File: src/rtl/ethernet_rx_frame_generator.sv
// Run-time configurable Ethernet frame source for the RX PHY interface.
// The FSM is one beat ahead of the registered o_phy_* outputs.
module ethernet_rx_frame_generator #(
  parameter int DATA_WIDTH     = 4,
  parameter int PREAMBLE_BYTES = 7,
  parameter int PAD_TO_MIN     = 1,
  parameter int MAX_PAYLOAD    = 1500
) (
  input  logic                  i_main_clk,
  input  logic                  i_rst,
  input  logic                  i_start,
  input  logic [15:0]           i_frame_count,
  input  logic [15:0]           i_payload_size,
  input  logic [47:0]           i_dest_mac,
  input  logic [47:0]           i_src_mac,
  input  logic [1:0]            i_payload_mode,
  input  logic [7:0]            i_fill_byte,
  input  logic [31:0]           i_lfsr_seed,
  input  logic [15:0]           i_gap_count,
  input  logic                  i_corrupt_crc,
  output logic                  o_phy_dv,
  output logic [DATA_WIDTH-1:0] o_phy_data,
  output logic                  o_busy,
  output logic [15:0]           o_frames_sent,
  output logic                  o_done
);
  typedef enum logic [2:0] {
    S_IDLE, S_PRE, S_SFD, S_HDR, S_PAY, S_PAD, S_FCS, S_GAP
  } state_t;

  localparam state_t FIRST_ST = (PREAMBLE_BYTES == 0) ? S_HDR : S_PRE;

  state_t                state_q;
  logic [15:0]           cnt_q, count_q, size_q, gap_q, frames_q;
  logic                  phase_q, start_prev_q, fin_q, last_q;
  logic [31:0]           crc_q, lfsr_q;
  logic [47:0]           da_q, sa_q;
  logic [1:0]            mode_q;
  logic [7:0]            fill_q;
  logic                  corrupt_q;
  logic                  dv_q, busy_q, done_q;
  logic [DATA_WIDTH-1:0] data_q;

  logic [111:0]          hdr;
  logic [6:0]            hdr_idx;
  logic [31:0]           fcs_v, crc_c, crc_d, lfsr_d;
  logic [7:0]            cur_byte, pay_byte;
  logic [DATA_WIDTH-1:0] beat;
  logic                  byte_done, need_pad, frame_last;
  state_t                after_pay, after_hdr, frame_next;

  always_comb begin
    hdr      = {da_q, sa_q, size_q};
    hdr_idx  = 7'd111 - {cnt_q[3:0], 3'b000};
    fcs_v    = ~crc_q ^ {31'b0, corrupt_q};
    case (mode_q)
      2'd1:    pay_byte = lfsr_q[7:0];
      2'd2:    pay_byte = fill_q;
      default: pay_byte = cnt_q[7:0];
    endcase
    cur_byte = '0;
    case (state_q)
      S_PRE:   cur_byte = 8'h55;
      S_SFD:   cur_byte = 8'hD5;
      S_HDR:   cur_byte = hdr[hdr_idx -: 8];
      S_PAY:   cur_byte = pay_byte;
      S_FCS:   cur_byte = fcs_v[{cnt_q[1:0], 3'b000} +: 8];
      default: cur_byte = '0;
    endcase
    if (DATA_WIDTH == 8) beat = DATA_WIDTH'(cur_byte);
    else                 beat = DATA_WIDTH'(phase_q ? cur_byte[7:4] : cur_byte[3:0]);
    byte_done = (DATA_WIDTH == 8) || phase_q;

    crc_c = crc_q ^ {24'h0, cur_byte};
    for (int unsigned i = 0; i < 8; i++)
      crc_c = crc_c[0] ? ((crc_c >> 1) ^ 32'hEDB88320) : (crc_c >> 1);
    crc_d  = crc_c;
    lfsr_d = lfsr_q[0] ? ((lfsr_q >> 1) ^ 32'h80200003) : (lfsr_q >> 1);

    need_pad  = (PAD_TO_MIN != 0) && (size_q < 16'd46);
    after_pay = need_pad ? S_PAD : S_FCS;
    after_hdr = (size_q == 16'd0) ? after_pay : S_PAY;
    frame_last = 1'b0;
    frame_next = S_IDLE;
    case (state_q)
      S_PRE: begin frame_last = (cnt_q == 16'(PREAMBLE_BYTES - 1)); frame_next = S_SFD;     end
      S_SFD: begin frame_last = 1'b1;                               frame_next = S_HDR;     end
      S_HDR: begin frame_last = (cnt_q == 16'd13);                  frame_next = after_hdr; end
      S_PAY: begin frame_last = (cnt_q == size_q - 16'd1);          frame_next = after_pay; end
      S_PAD: begin frame_last = (cnt_q == 16'd45 - size_q);         frame_next = S_FCS;     end
      S_FCS: begin frame_last = (cnt_q == 16'd3);                   frame_next = S_GAP;     end
      default: ;
    endcase
  end

  always_ff @(posedge i_main_clk) begin
    if (i_rst) begin
      state_q      <= S_IDLE;
      cnt_q        <= '0;
      phase_q      <= 1'b0;
      start_prev_q <= 1'b0;
      fin_q        <= 1'b0;
      last_q       <= 1'b0;
      crc_q        <= '1;
      lfsr_q       <= 32'h1;
      count_q      <= 16'd1;
      size_q       <= '0;
      gap_q        <= 16'd1;
      frames_q     <= '0;
      da_q         <= '0;
      sa_q         <= '0;
      mode_q       <= '0;
      fill_q       <= '0;
      corrupt_q    <= 1'b0;
      dv_q         <= 1'b0;
      data_q       <= '0;
      busy_q       <= 1'b0;
      done_q       <= 1'b0;
    end else begin
      start_prev_q <= i_start;
      done_q       <= 1'b0;
      fin_q        <= 1'b0;
      // Frame completion is committed one cycle after the last gap cycle so
      // o_frames_sent/o_done appear only once the full gap has elapsed.
      if (fin_q) begin
        frames_q <= frames_q + 16'd1;
        if (last_q) begin
          done_q <= 1'b1;
          busy_q <= 1'b0;
        end
      end
      case (state_q)
        S_IDLE: begin
          dv_q   <= 1'b0;
          data_q <= '0;
          if (i_start && !start_prev_q && !busy_q) begin
            count_q   <= (i_frame_count == 16'd0) ? 16'd1 : i_frame_count;
            gap_q     <= (i_gap_count == 16'd0) ? 16'd1 : i_gap_count;
            size_q    <= (i_payload_size > 16'(MAX_PAYLOAD)) ? 16'(MAX_PAYLOAD) : i_payload_size;
            lfsr_q    <= (i_lfsr_seed == 32'd0) ? 32'h1 : i_lfsr_seed;
            da_q      <= i_dest_mac;
            sa_q      <= i_src_mac;
            mode_q    <= i_payload_mode;
            fill_q    <= i_fill_byte;
            corrupt_q <= i_corrupt_crc;
            busy_q    <= 1'b1;
            frames_q  <= '0;
            crc_q     <= '1;
            cnt_q     <= '0;
            phase_q   <= 1'b0;
            state_q   <= FIRST_ST;
          end
        end
        S_GAP: begin
          dv_q   <= 1'b0;
          data_q <= '0;
          if (cnt_q == gap_q - 16'd1) begin
            cnt_q   <= '0;
            phase_q <= 1'b0;
            crc_q   <= '1;
            fin_q   <= 1'b1;
            last_q  <= (frames_q + 16'd1 == count_q);
            state_q <= (frames_q + 16'd1 == count_q) ? S_IDLE : FIRST_ST;
          end else begin
            cnt_q <= cnt_q + 16'd1;
          end
        end
        default: begin
          dv_q    <= 1'b1;
          data_q  <= beat;
          phase_q <= (DATA_WIDTH == 8) ? 1'b0 : ~phase_q;
          if (byte_done) begin
            if (state_q == S_HDR || state_q == S_PAY || state_q == S_PAD) crc_q <= crc_d;
            if (state_q == S_PAY && mode_q == 2'd1) lfsr_q <= lfsr_d;
            if (frame_last) begin
              cnt_q   <= '0;
              state_q <= frame_next;
            end else begin
              cnt_q <= cnt_q + 16'd1;
            end
          end
        end
      endcase
    end
  end

  assign o_phy_dv      = dv_q;
  assign o_phy_data    = data_q;
  assign o_busy        = busy_q;
  assign o_frames_sent = frames_q;
  assign o_done        = done_q;
endmodule

File: config.mk
export PLATFORM = sky130hd
export DESIGN_NAME = ethernet_rx_frame_generator
export DESIGN_NICKNAME = d
export VERILOG_FILES = /design/src/rtl/ethernet_rx_frame_generator.sv
export SDC_FILE = /design/constraint.sdc
export NUM_CORES = 1
export LEC_CHECK = 0
export CAP_MARGIN = 20
export CELL_PAD_IN_SITES_DETAIL_PLACEMENT = 2
export CELL_PAD_IN_SITES_GLOBAL_PLACEMENT = 2
export CORE_MARGIN = 2
export CORE_UTILIZATION = 35
export DETAILED_ROUTE_END_ITERATION = 6
export GPL_ROUTABILITY_DRIVEN = 0
export GPL_TIMING_DRIVEN = 0
export PLACE_DENSITY_LB_ADDON = 0.1
export SLEW_MARGIN = 20
export SYNTH_ARGS = -nofsm -noshare
export SYNTH_HDL_FRONTEND = slang
export SYNTH_SLANG_ARGS = --single-unit
File: constraint.sdc
create_clock -name i_main_clk -period 7.61 [get_ports i_main_clk]
set_input_delay 1.1415 -clock i_main_clk [delete_from_list [all_inputs] [get_ports i_main_clk]]
set_output_delay 1.1415 -clock i_main_clk [all_outputs]
set_load 0.1 [all_outputs]
==> summary.txt <==
Placement
  • Post-detail-place hpwl: 47.8 mm
  • Post-Place Cells: 2502
  • Port buffer count: 211
  • Placed Area: 17100 um2

Synth
  • Share of synthesized area spent on multiplexers: 0.0633
  • Cell area after technology mapping: 14300 um2
  • Number of different library cells in the post-synthesis netlist: 87
  • Top area cells in the synthesized netlist: dfxtp_1 37%, nand2_1 9.1%, a21oi_1 6.3%, xnor2_1 5.6%, mux4_2 3.9%
  • Post-synthesis share of cell area spent on full adders, half adders and majority gates: 0.00874
  • Compound-gate portion of the synthesized area: 0.188
  • Area share of the largest cell type after synthesis: 0.371
  • Xor-xnor portion of the synthesized cell area: 0.0984
  • Sequential element share of the synthesized area: 0.371
  • Synthesized area per cell: 8.14 um2
  • Synth async-reset ratio: 0
  • Count of synthesis-stage warnings from yosys: 0
  • Leading area contributor after synthesis: dfxtp_1
  • Count of mapped cells out of synthesis: 1759
  • Flop and latch count out of synthesis: 265
  • Prevailing post-synth register cell: dfxtp_1
  • Number of enable flip-flop cells after synthesis: 0
  • Synth Net Count: 1959
  • Largest family of logic cells by synthesized area: simple AND/OR/NAND/NOR gates
  • Simple-gate portion of the synthesized area: 0.225

Final layout
  • Filler cell count in the final layout: 4562
  • Count of nets after finishing: 2208
  • Area used by multi-input combinational logic: 8360 um2
  • Final Cell Area: 18300 um2
  • Post-route insts no fill: 2566
  • Sequential cell area: 5310 um2
  • Layout overhead on the synthesized area: 27.7%
  • Share of final-layout standard cells stronger than drive strength 1: 0.0640

Worst setup path
  • Type of the setup path with the least slack: reg -> reg
  • Reg2reg setup slack: 3070 ps
  • Master of the slowest instance on the critical path: xnor2_2
  • RR Startpoint: cnt_q[1]
  • Worst-path cell chain: ha_1, clkbuf_1, clkbuf_1, nand2_1, o22a_1, a31oi_1, xnor2_1, xnor2_2, xnor3_1, o21ai_1, nand2_1
  • Worst reg2reg path endpoint: crc_q[8]
  • Peak per-stage delay on the critical path: 780 ps
  • Highest fanout seen on the critical path: 10
  • Arrival time of data at the critical path endpoint: 4950 ps
  • Total buffers and inverters traversed by the critical path: 2
  • Type of element launching the critical path: flip-flop
  • Kind of cell with the highest combined delay on the critical path: XOR/XNOR gates
  • Required time reported for the critical path endpoint: 8020 ps
  • Number of cells on the worst reg-to-reg path: 11
  • Critical Path Sink Type: flip-flop

Die
  • Starting density of the core: 0.352
  • Std-Cell Core Area: 40600 um2
  • Ports: 213
  • Vert. Die Dim: 206 um
  • Die Footprint: 42500 um2
  • DIE WIDTH: 206 um
  • Rows: 74

Timing
  • Part of the cycle the worst path needs: 0.597
  • Max Fclk: 220 MHz
  • Unrepaired setup endpoints after global routing: false
  • Max Slew Vio Count: 0
  • Setup tns final: 0 ps
  • Setup violations, final: 0
  • Actual transition at the worst max-transition pin: 1100 ps
  • Final min period: 4540 ps
  • Number of endpoints with negative hold slack in the final report: 0
  • Worst clock skew on the final layout: 26.5 ps
  • Relative slew slack: 0.258

CTS
  • Number of buffers inserted to repair setup after CTS: 0
  • Clock-pin slew on the worst setup and hold paths: 60 ps
  • Source-to-sink clock delay at the later pin of the worst-skew pair: 560 ps
  • Clock tree from TritonCTS: yes
  • Post-CTS resize count: 0
  • Post-cts hold buffer count: 0
  • Depth of the CTS H-tree: 2
  • Clock buffer count from CTS: 35
  • Cell at the root of the clock tree: clkbuf_16
  • Buffer depth of the longest clock path: 3
  • Clock Sinks: 265

Route
  • Drt total wl: 62.3 mm
  • Total number of vias: 14600
  • Count of antenna-violating nets left after detailed routing: 0
  • Wire length per cell: 24.3 um
  • Post-route DRC violation count: 0
  • Count of TritonRoute iterations in the first routing pass: 5
  • Detailed Route Iter0 Violations: 915
  • Per-cell via count in the routed design: 5.70

Power
  • Worst vdd rail ir drop: 142 uV
  • Reported leakage power: 6.32 nW
  • P per Cell Area: 333 nW/um2

Hold path
  • WHS Path Cells: 2
  • Worst-case hold path end point: sa_q[47]
  • Min-Delay Startpoint: sa_q[47]
  • Min-Delay Path Class: reg -> reg

GRT
  • Largest net degree at the start of global routing: 12
  • Global-route wire length before repair: 94.4 mm
  • Vias in the first global route: 15600
  • Antenna violations before repair: 5
  • Total grt overflow: 0
  • Total global routing track utilization: 0.294

Outcome
  • Outcome: completed

Flow run
  • Max_cap viols: 0
## cells by family (layout without fill, tap and decap cells)
kind of cell | count (synthesis) | in the layout
XOR/XNOR | 156 | 156
buffers and inverters | 156 | 427
other | 0 | 4
AND/OR/NAND/NOR | 696 | 696
flip-flops | 265 | 265
adder cells (fa/ha/maj) | 10 | 10
AO/OA/AOI/OAI | 418 | 418
multiplexers | 58 | 58
## layout by cell type (no fill, tap or decap), drive strengths merged, types with 21 or more instances in the layout
cell,Yosys,routed
a21oi,181,181
clkdlybuf4s50,0,211
nor4,31,31
nor2,113,113
mux4,25,25
nand3,31,31
dfxtp,265,265
buf,28,28
inv,26,27
nor3,43,43
clkbuf,101,155
a22oi,33,33
mux2i,23,23
o21ai,39,39
a211oi,41,41
xnor2,93,93
nand2b,21,21
nand2,349,349
xor2,61,61
## cells in the mapped netlist (26+ instances only)
cell type    n
a211oi_1    41
a21oi_1    181
a22oi_1     33
clkbuf_1   100
dfxtp_1    265
inv_1       26
nand2_1    348
nand3_1     31
nor2_1     113
nor3_1      43
nor4_1      28
o21ai_0     32
xnor2_1     91
xor2_1      61
## per-layer routing
layer  vias to the layer above  GRT usage  part of all wire
met1                      7375      0.395              0.45
met4                         0     0.0972             0.029
met5                         -          0                 0
li1                       6751          -                 -
met2                       387      0.482              0.47
met3                       105     0.0419             0.053
## worst max-delay path by stage
stage,startpoint,to,slack (ps),depth (start not counted)
after detailed placement,cnt_q[1],crc_q[8],3090,11
after global routing,cnt_q[1],crc_q[8],2850,11
final,cnt_q[1],crc_q[8],3070,11
after floorplan,o_frames_sent[0],state_q[0],3860,10
after global placement,cnt_q[1],crc_q[5],3290,11
after CTS,cnt_q[1],crc_q[8],3090,11
## worst reg2reg max path: cells and delay by family (launching register included)
kind / cells / cell delay (ps)
fa+ha+maj: 1 / 210
xor+xnor: 3 / 1610
buf+inv: 2 / 970
flops: 1 / 580
compound gates: 3 / 780
simple gates: 2 / 280
## final cells by class
cell class,count,area share
Buffer,129,0.0306
Clock inverter,6,0.00794
Timing Repair Buffer,212,0.116
Sequential cell,265,0.290
Multi-Input combinational cell,1338,0.457
Clock buffer,53,0.0555
Inverter,27,0.00555
Antenna cell,4,0.000548
Tap cell,532,0.0364
## power breakdown
group | switching (mW) | internal, mW | leakage, nW
sequential | 0.202 | 1.61 | 2.16
combinational | 1.55 | 1.01 | 3.60
clock | 0.660 | 1.05 | 0.562
## registers in the layout (all words and copies together) (netlist names), 4 cells and up
signal / cells
size_q: 16
cnt_q: 16
gap_q: 16
count_q: 16
o_phy_data: 4
crc_q: 32
o_frames_sent: 16
da_q: 48
fill_q: 8
lfsr_q: 32
sa_q: 48
## through the flow
stage | power [mW] | setup WS (ps) | hold slack, ps | utilization
CTS | 6.11 | 3090 | 459 | 0.449
detailed placement | 4.36 | 3090 | 449 | 0.421
global route | 6.41 | 2850 | 473 | 0.449
finish | 6.08 | 3070 | 459 | 0.450
global placement | 4.25 | 3290 | 441 | 0.421
floorplan | 3.54 | 3860 | 432 | -
No activity file was read; power rests on OpenSTA's default activity.
